$ cat src/rtl/amstrad_mmu_restore.sv
// amstrad_mmu_restore: replays a stored memory configuration (ROM select,
// gate-array RMR, PAL MMR) onto the CPC I/O write bus while the bus grant
// is held. Optional macro MMU_RESTORE_PALETTE_EN appends 17 pen/colour
// write pairs after the memory writes.
module amstrad_mmu_restore #(
  parameter int SETUP_CYC = 2,
  parameter int PULSE_CYC = 4,
  parameter int HOLD_CYC  = 2
) (
  input  logic        CLK,
  input  logic        reset_n,
  input  logic        start,
  input  logic        ram64k,
  input  logic [7:0]  rom_bank,
  input  logic [7:0]  rmr_val,
  input  logic [6:0]  mmr_val,
  output logic        bus_req,
  input  logic        bus_gnt,
  output logic [15:0] io_A,
  output logic [7:0]  io_D,
  output logic        io_WR,
  output logic        busy,
  output logic        done,
  output logic [4:0]  pal_idx,
  input  logic [4:0]  pal_col
);

  localparam int MAXC = (SETUP_CYC > PULSE_CYC) ?
                        ((SETUP_CYC > HOLD_CYC) ? SETUP_CYC : HOLD_CYC) :
                        ((PULSE_CYC > HOLD_CYC) ? PULSE_CYC : HOLD_CYC);
  localparam int CW = $clog2(MAXC + 1);

  typedef enum logic [2:0] {
    S_IDLE, S_REQ, S_SETUP, S_PULSE, S_HOLD, S_FIN
  } state_t;

  state_t         state_q, state_d;
  logic [CW-1:0]  cnt_q, cnt_d;
  logic [5:0]     idx_q, idx_d;
  logic           accept;

  // Shadow copy of the configuration taken on the accepted start
  logic [7:0]     rom_q;
  logic [3:0]     rmr_q;
  logic [6:0]     mmr_q;
  logic           r64_q;

  logic           bus_req_q, io_wr_q, busy_q, done_q;
  logic [15:0]    io_a_q;
  logic [7:0]     io_d_q;

  logic           setup_end, pulse_end, hold_end, last_wr;
  logic [5:0]     idx_next;
  logic [15:0]    wr_a;
  logic [7:0]     wr_d;
  logic           drive, own;

  assign setup_end = (cnt_q == CW'(SETUP_CYC - 1));
  assign pulse_end = (cnt_q == CW'(PULSE_CYC - 1));
  assign hold_end  = (cnt_q == CW'(HOLD_CYC - 1));

  // A 64K machine has no PAL, so the MMR slot is skipped
  assign idx_next = (idx_q == 6'd1 && r64_q) ? 6'd3 : idx_q + 6'd1;

`ifdef MMU_RESTORE_PALETTE_EN
  logic [4:0]     col_q;
  logic [4:0]     col_sel;
  logic           col_latch;
  logic [5:0]     pk;
  logic [4:0]     pen;
  logic [4:0]     pal_idx_q;

  assign last_wr   = (idx_q == 6'd36);
  // Colour is captured at the end of the colour write's setup phase, giving
  // the palette source a cycle of read latency after pal_idx changes.
  assign col_latch = (state_q == S_SETUP) && setup_end && bus_gnt;
  assign col_sel   = col_latch ? pal_col : col_q;
  assign pal_idx   = pal_idx_q;
`else
  logic unused_pal;
  assign unused_pal = ^pal_col;
  assign last_wr    = (idx_q == 6'd2) || (idx_q == 6'd1 && r64_q);
  assign pal_idx    = 5'd0;
`endif

  // Next-state logic for the write sequencer, including grant-loss retreat
  always_comb begin
    state_d = state_q;
    cnt_d   = cnt_q;
    idx_d   = idx_q;
    accept  = 1'b0;
    case (state_q)
      S_IDLE: begin
        if (start) begin
          state_d = S_REQ;
          idx_d   = 6'd0;
          accept  = 1'b1;
        end
      end
      S_REQ: begin
        if (bus_gnt) begin
          state_d = S_SETUP;
          cnt_d   = '0;
        end
      end
      S_SETUP: begin
        if (!bus_gnt) begin
          state_d = S_REQ;
        end else if (setup_end) begin
          state_d = S_PULSE;
          cnt_d   = '0;
        end else begin
          cnt_d = cnt_q + 1'b1;
        end
      end
      S_PULSE: begin
        if (!bus_gnt) begin
          state_d = S_REQ;
        end else if (pulse_end) begin
          state_d = S_HOLD;
          cnt_d   = '0;
        end else begin
          cnt_d = cnt_q + 1'b1;
        end
      end
      S_HOLD: begin
        if (!bus_gnt) begin
          state_d = S_REQ;
        end else if (hold_end) begin
          cnt_d = '0;
          if (last_wr) begin
            state_d = S_FIN;
          end else begin
            state_d = S_SETUP;
            idx_d   = idx_next;
          end
        end else begin
          cnt_d = cnt_q + 1'b1;
        end
      end
      S_FIN:   state_d = S_IDLE;
      default: state_d = S_IDLE;
    endcase
  end

  // Address/data of the write that will be on the bus in the next cycle
  always_comb begin
    wr_a = '0;
    wr_d = '0;
`ifdef MMU_RESTORE_PALETTE_EN
    pk  = idx_d - 6'd3;
    pen = pk[5:1];
`endif
    case (idx_d)
      6'd0: begin
        wr_a = 16'hDF00;
        wr_d = rom_q;
      end
      6'd1: begin
        wr_a = 16'h7F00;
        wr_d = {4'b1000, rmr_q};
      end
      6'd2: begin
        wr_a = {7'b0111111, ~mmr_q[6], 8'h00};
        wr_d = {2'b11, mmr_q[5:0]};
      end
      default: begin
`ifdef MMU_RESTORE_PALETTE_EN
        wr_a = 16'h7F00;
        wr_d = pk[0] ? {3'b010, col_sel} : {3'b000, pen};
`endif
      end
    endcase
  end

  assign drive = (state_d == S_SETUP) || (state_d == S_PULSE) || (state_d == S_HOLD);
  assign own   = drive || (state_d == S_REQ);

  // Sequencer state, phase counter and shadow configuration
  always_ff @(posedge CLK or negedge reset_n) begin
    if (!reset_n) begin
      state_q <= S_IDLE;
      cnt_q   <= '0;
      idx_q   <= '0;
      rom_q   <= '0;
      rmr_q   <= '0;
      mmr_q   <= '0;
      r64_q   <= 1'b0;
`ifdef MMU_RESTORE_PALETTE_EN
      col_q   <= '0;
`endif
    end else begin
      state_q <= state_d;
      cnt_q   <= cnt_d;
      idx_q   <= idx_d;
      if (accept) begin
        rom_q <= rom_bank;
        rmr_q <= rmr_val[3:0];
        mmr_q <= mmr_val;
        r64_q <= ram64k;
      end
`ifdef MMU_RESTORE_PALETTE_EN
      if (col_latch) col_q <= pal_col;
`endif
    end
  end

  // Registered bus and status outputs, decoded from the next state
  always_ff @(posedge CLK or negedge reset_n) begin
    if (!reset_n) begin
      bus_req_q <= 1'b0;
      busy_q    <= 1'b0;
      done_q    <= 1'b0;
      io_wr_q   <= 1'b0;
      io_a_q    <= '0;
      io_d_q    <= '0;
`ifdef MMU_RESTORE_PALETTE_EN
      pal_idx_q <= '0;
`endif
    end else begin
      bus_req_q <= own;
      busy_q    <= own;
      done_q    <= (state_d == S_FIN);
      io_wr_q   <= (state_d == S_PULSE);
      io_a_q    <= drive ? wr_a : 16'h0000;
      io_d_q    <= drive ? wr_d : 8'h00;
`ifdef MMU_RESTORE_PALETTE_EN
      pal_idx_q <= (own && idx_d >= 6'd3) ? pen : 5'd0;
`endif
    end
  end

  assign bus_req = bus_req_q;
  assign busy    = busy_q;
  assign done    = done_q;
  assign io_WR   = io_wr_q;
  assign io_A    = io_a_q;
  assign io_D    = io_d_q;

endmodule
$ cat config.mk
export PLATFORM = sky130hd
export DESIGN_NAME = amstrad_mmu_restore
export DESIGN_NICKNAME = d
export VERILOG_FILES = /design/src/rtl/amstrad_mmu_restore.sv
export SDC_FILE = /design/constraint.sdc
export NUM_CORES = 1
export LEC_CHECK = 0
export ABC_AREA = 1
export CAP_MARGIN = 20
export CORE_MARGIN = 4
export CORE_UTILIZATION = 52
export CTS_CLUSTER_SIZE = 20
export DETAILED_ROUTE_END_ITERATION = 10
export HOLD_SLACK_MARGIN = 0.08
export PLACE_DENSITY = 0.95
export SETUP_SLACK_MARGIN = 0.4
export SYNTH_ARGS = -nofsm -noshare
export SYNTH_HDL_FRONTEND = slang
export SYNTH_SLANG_ARGS = --single-unit
$ cat constraint.sdc
create_clock -name CLK -period 4.5 [get_ports CLK]
set_input_delay 0.45 -clock CLK [delete_from_list [all_inputs] [get_ports CLK]]
set_output_delay 0.45 -clock CLK [all_outputs]
set_load 0.05 [all_outputs]
==> run metrics <==
worst min path class reg -> reg; # IOs 66; Syn Std Cell Area 0.002496 mm2; Critical Path RT 4.71 ns; fraction of registers with async set/reset 1.000; Hold Path End io_A[8]; initial antenna violation count 0; WL final 5183 um; Setup Viol. Count Final 0; hold_ws 0.4624 ns; drt pass-1 iters 4; core area 0.004504 mm2; RSZ-0062 raised after global routing false; static leakage power 1.563 nW; ys flop type dfrtp_1; routed vias 2066; root buffer cell clkbuf_8; Final nets 387; crit end category register; top post-synthesis cells by count nand2_1 (99), dfrtp_1 (47), inv_1 (32), nand3_1 (27); Fin Clk Skew 0.009206 ns; global placement routability congestion 0.8618; Fmax 0.3425 GHz; final hold vios 0; Synth top area share 0.4712; CP Data Arrival Time 3.13 ns; PortBufs 43; CTS Buf Count 5; worst vdd ir 0.0003025 V; Post-DP HPWL 3783 um; max_slew headroom 0.4801; share of layout cells above drive strength 1 0.09195; Worst-path clk slew 0.09 ns; first-pass GRT wire length 8659 um; antenna-violating nets left 0; dpl cells 390; total track usage 0.1827; Max Buffers Root-to-Sink 2; gate count after technology mapping 307; Reg-to-Reg Start state_q[0]; chip height 77.29 um; worst setup path class reg -> reg; Place WS 1.415 ns; Synth cell types 29; vias in the first global route 2085; worst r2r path cells 11; max cap viols 0; Clock Sinks 47; Worst Tran Pin Value 0.7790 ns; Power, Total 1.712 mW; fin util 0.6647; Final Max Tran Viols 0; Period minus WS final 2.920 ns; clk_lat worst skew 0.30 ns; ANT cells 0; area post-placement 0.002869 mm2; sequential fraction of the synthesis area 0.4712; largest net degree at the start of global routing 48; WHS Path Cells 1; biggest area consumer among synthesized cells dfrtp_1; post-route setup TNS 0 ns; synthesis-stage register bit count 47; worst hold path startpoint mmr_q[6]; Post-Syn Area per Cell 8.131 um2; fin crit share 0.6488; cell with the most instances after synthesis nand2_1; Post-synth EDFFs 0; FF-to-FF setup slack 1.58 ns; Initial Util 0.5542; Design Area, Final 0.002994 mm2; # rows 24; Post-route DRC 0; startpoint types register; power density over the cells 571.9 mW/mm2; maximum fanout along the worst path 25; Area Growth Syn to Fin 19.95%; end of the worst register-to-register path io_D[7]; drt wl/cell 12.96 um; status finished clean; top post-synthesis cells by area dfrtp_1 (47%), nand2_1 (15%), buf_4 (5.7%), nand3_1 (5.4%), inv_1 (4.8%); CTS tree done; vias per std cell 5.165; DR iter-0 viols 99; DIE AREA 0.005973 mm2; Die X 77.29 um; Worst Setup Slack, final 1.580 ns; Final Instance Count excl. Fillers 400; GRT overflow 0; H-tree levels 2; synth warn 0
[sequential cells by signal, indices dropped and copies added, names as in the netlist]
register  cells
io_D          8
rom_q         8
mmr_q         7
idx_q         6
io_A          4
rmr_q         4
cnt_q         3
state_q       3
busy          1
done          1
io_WR         1
r64_q         1
[where the power goes]
group          total [mW]  internal [mW]  switching, mW
registers           0.645          0.566         0.0795
clock network       0.266          0.126          0.140
logic               0.801          0.246          0.555
total                1.71          0.938          0.775
[metal layers]
layer	vias to the layer above	GRT usage	part of all wire
met5	-	0	0
met4	0	0.1174	0.024
met3	14	0.05504	0.065
met2	73	0.3212	0.52
met1	973	0.1867	0.39
li1	1006	-	-
[how the worst max path moves through the flow]
stage	start	end	slack (ns)	depth (start not counted)
after CTS	state_q[0]	io_D[5]	1.61	13
after global placement	start	io_D[5]	1.43	11
after global routing	state_q[0]	io_D[5]	1.30	13
final	state_q[0]	io_D[7]	1.58	11
after floorplan	cnt_q[1]	io_D[0]	2.73	14
after detailed placement	start	io_D[5]	1.42	11
[placed cells by master (no fill, tap or decap)]
cell	Yosys	final
buf_2	1	1
conb_1	1	13
clkinv_4	0	1
inv_1	32	32
dlygate4sd3_1	0	1
nand3_1	27	27
nand4_1	6	6
o31ai_1	1	1
clkbuf_8	0	6
o21ai_0	6	6
nor2_1	19	19
nor3_1	1	1
nand2_4	2	2
nor2_2	4	4
clkdlybuf4s50_1	0	42
nand2_2	2	2
o22ai_1	1	1
o21ai_1	5	5
ha_1	7	7
clkbuf_1	4	1
dfrtp_1	47	47
nor2_8	2	2
a21oi_1	5	5
inv_2	5	5
nor2_4	3	3
buf_12	0	1
o21ai_2	1	1
nand3_2	3	3
nand2_1	99	99
a22oi_1	1	1
clkinv_1	1	1
nand4_4	1	1
o211ai_1	1	1
[worst max-delay path, stage by stage (launching register included)]
cell	delay [ns]
dfrtp_1	0.43
inv_2	0.12
nand2_4	0.10
nor2_4	0.12
nand2_2	0.27
inv_2	0.43
nor2_1	0.08
o21ai_1	0.09
nand2_1	0.09
nor2_2	0.61
o21ai_1	0.23
a21oi_1	0.26
[timing repair]
item,4_1_cts,5_1_grt
endpoints found under the hold margin,0,13
gates resized for setup,0,0
buffers inserted,0,0
hold buffers,0,1
[cell families after synthesis]
kind of cell	share of synthesized area
other	0.001502
AOI/OAI and AO/OA	0.04712
DFF	0.4712
buffers and inverters	0.1223
adders and majority gates	0.03509
and+or+nand+nor	0.3228
[area by class of cell]
type                       instances  area, um2
clock buffer                       7      86.33
clock inverter                     1      8.758
fill                             341       1510
inverter                          38      142.6
multi-input combinational        210       1060
sequential                        47       1176
tap                               52      65.06
timing repair buffer              45      455.4
(Power assumes the default switching activity.)
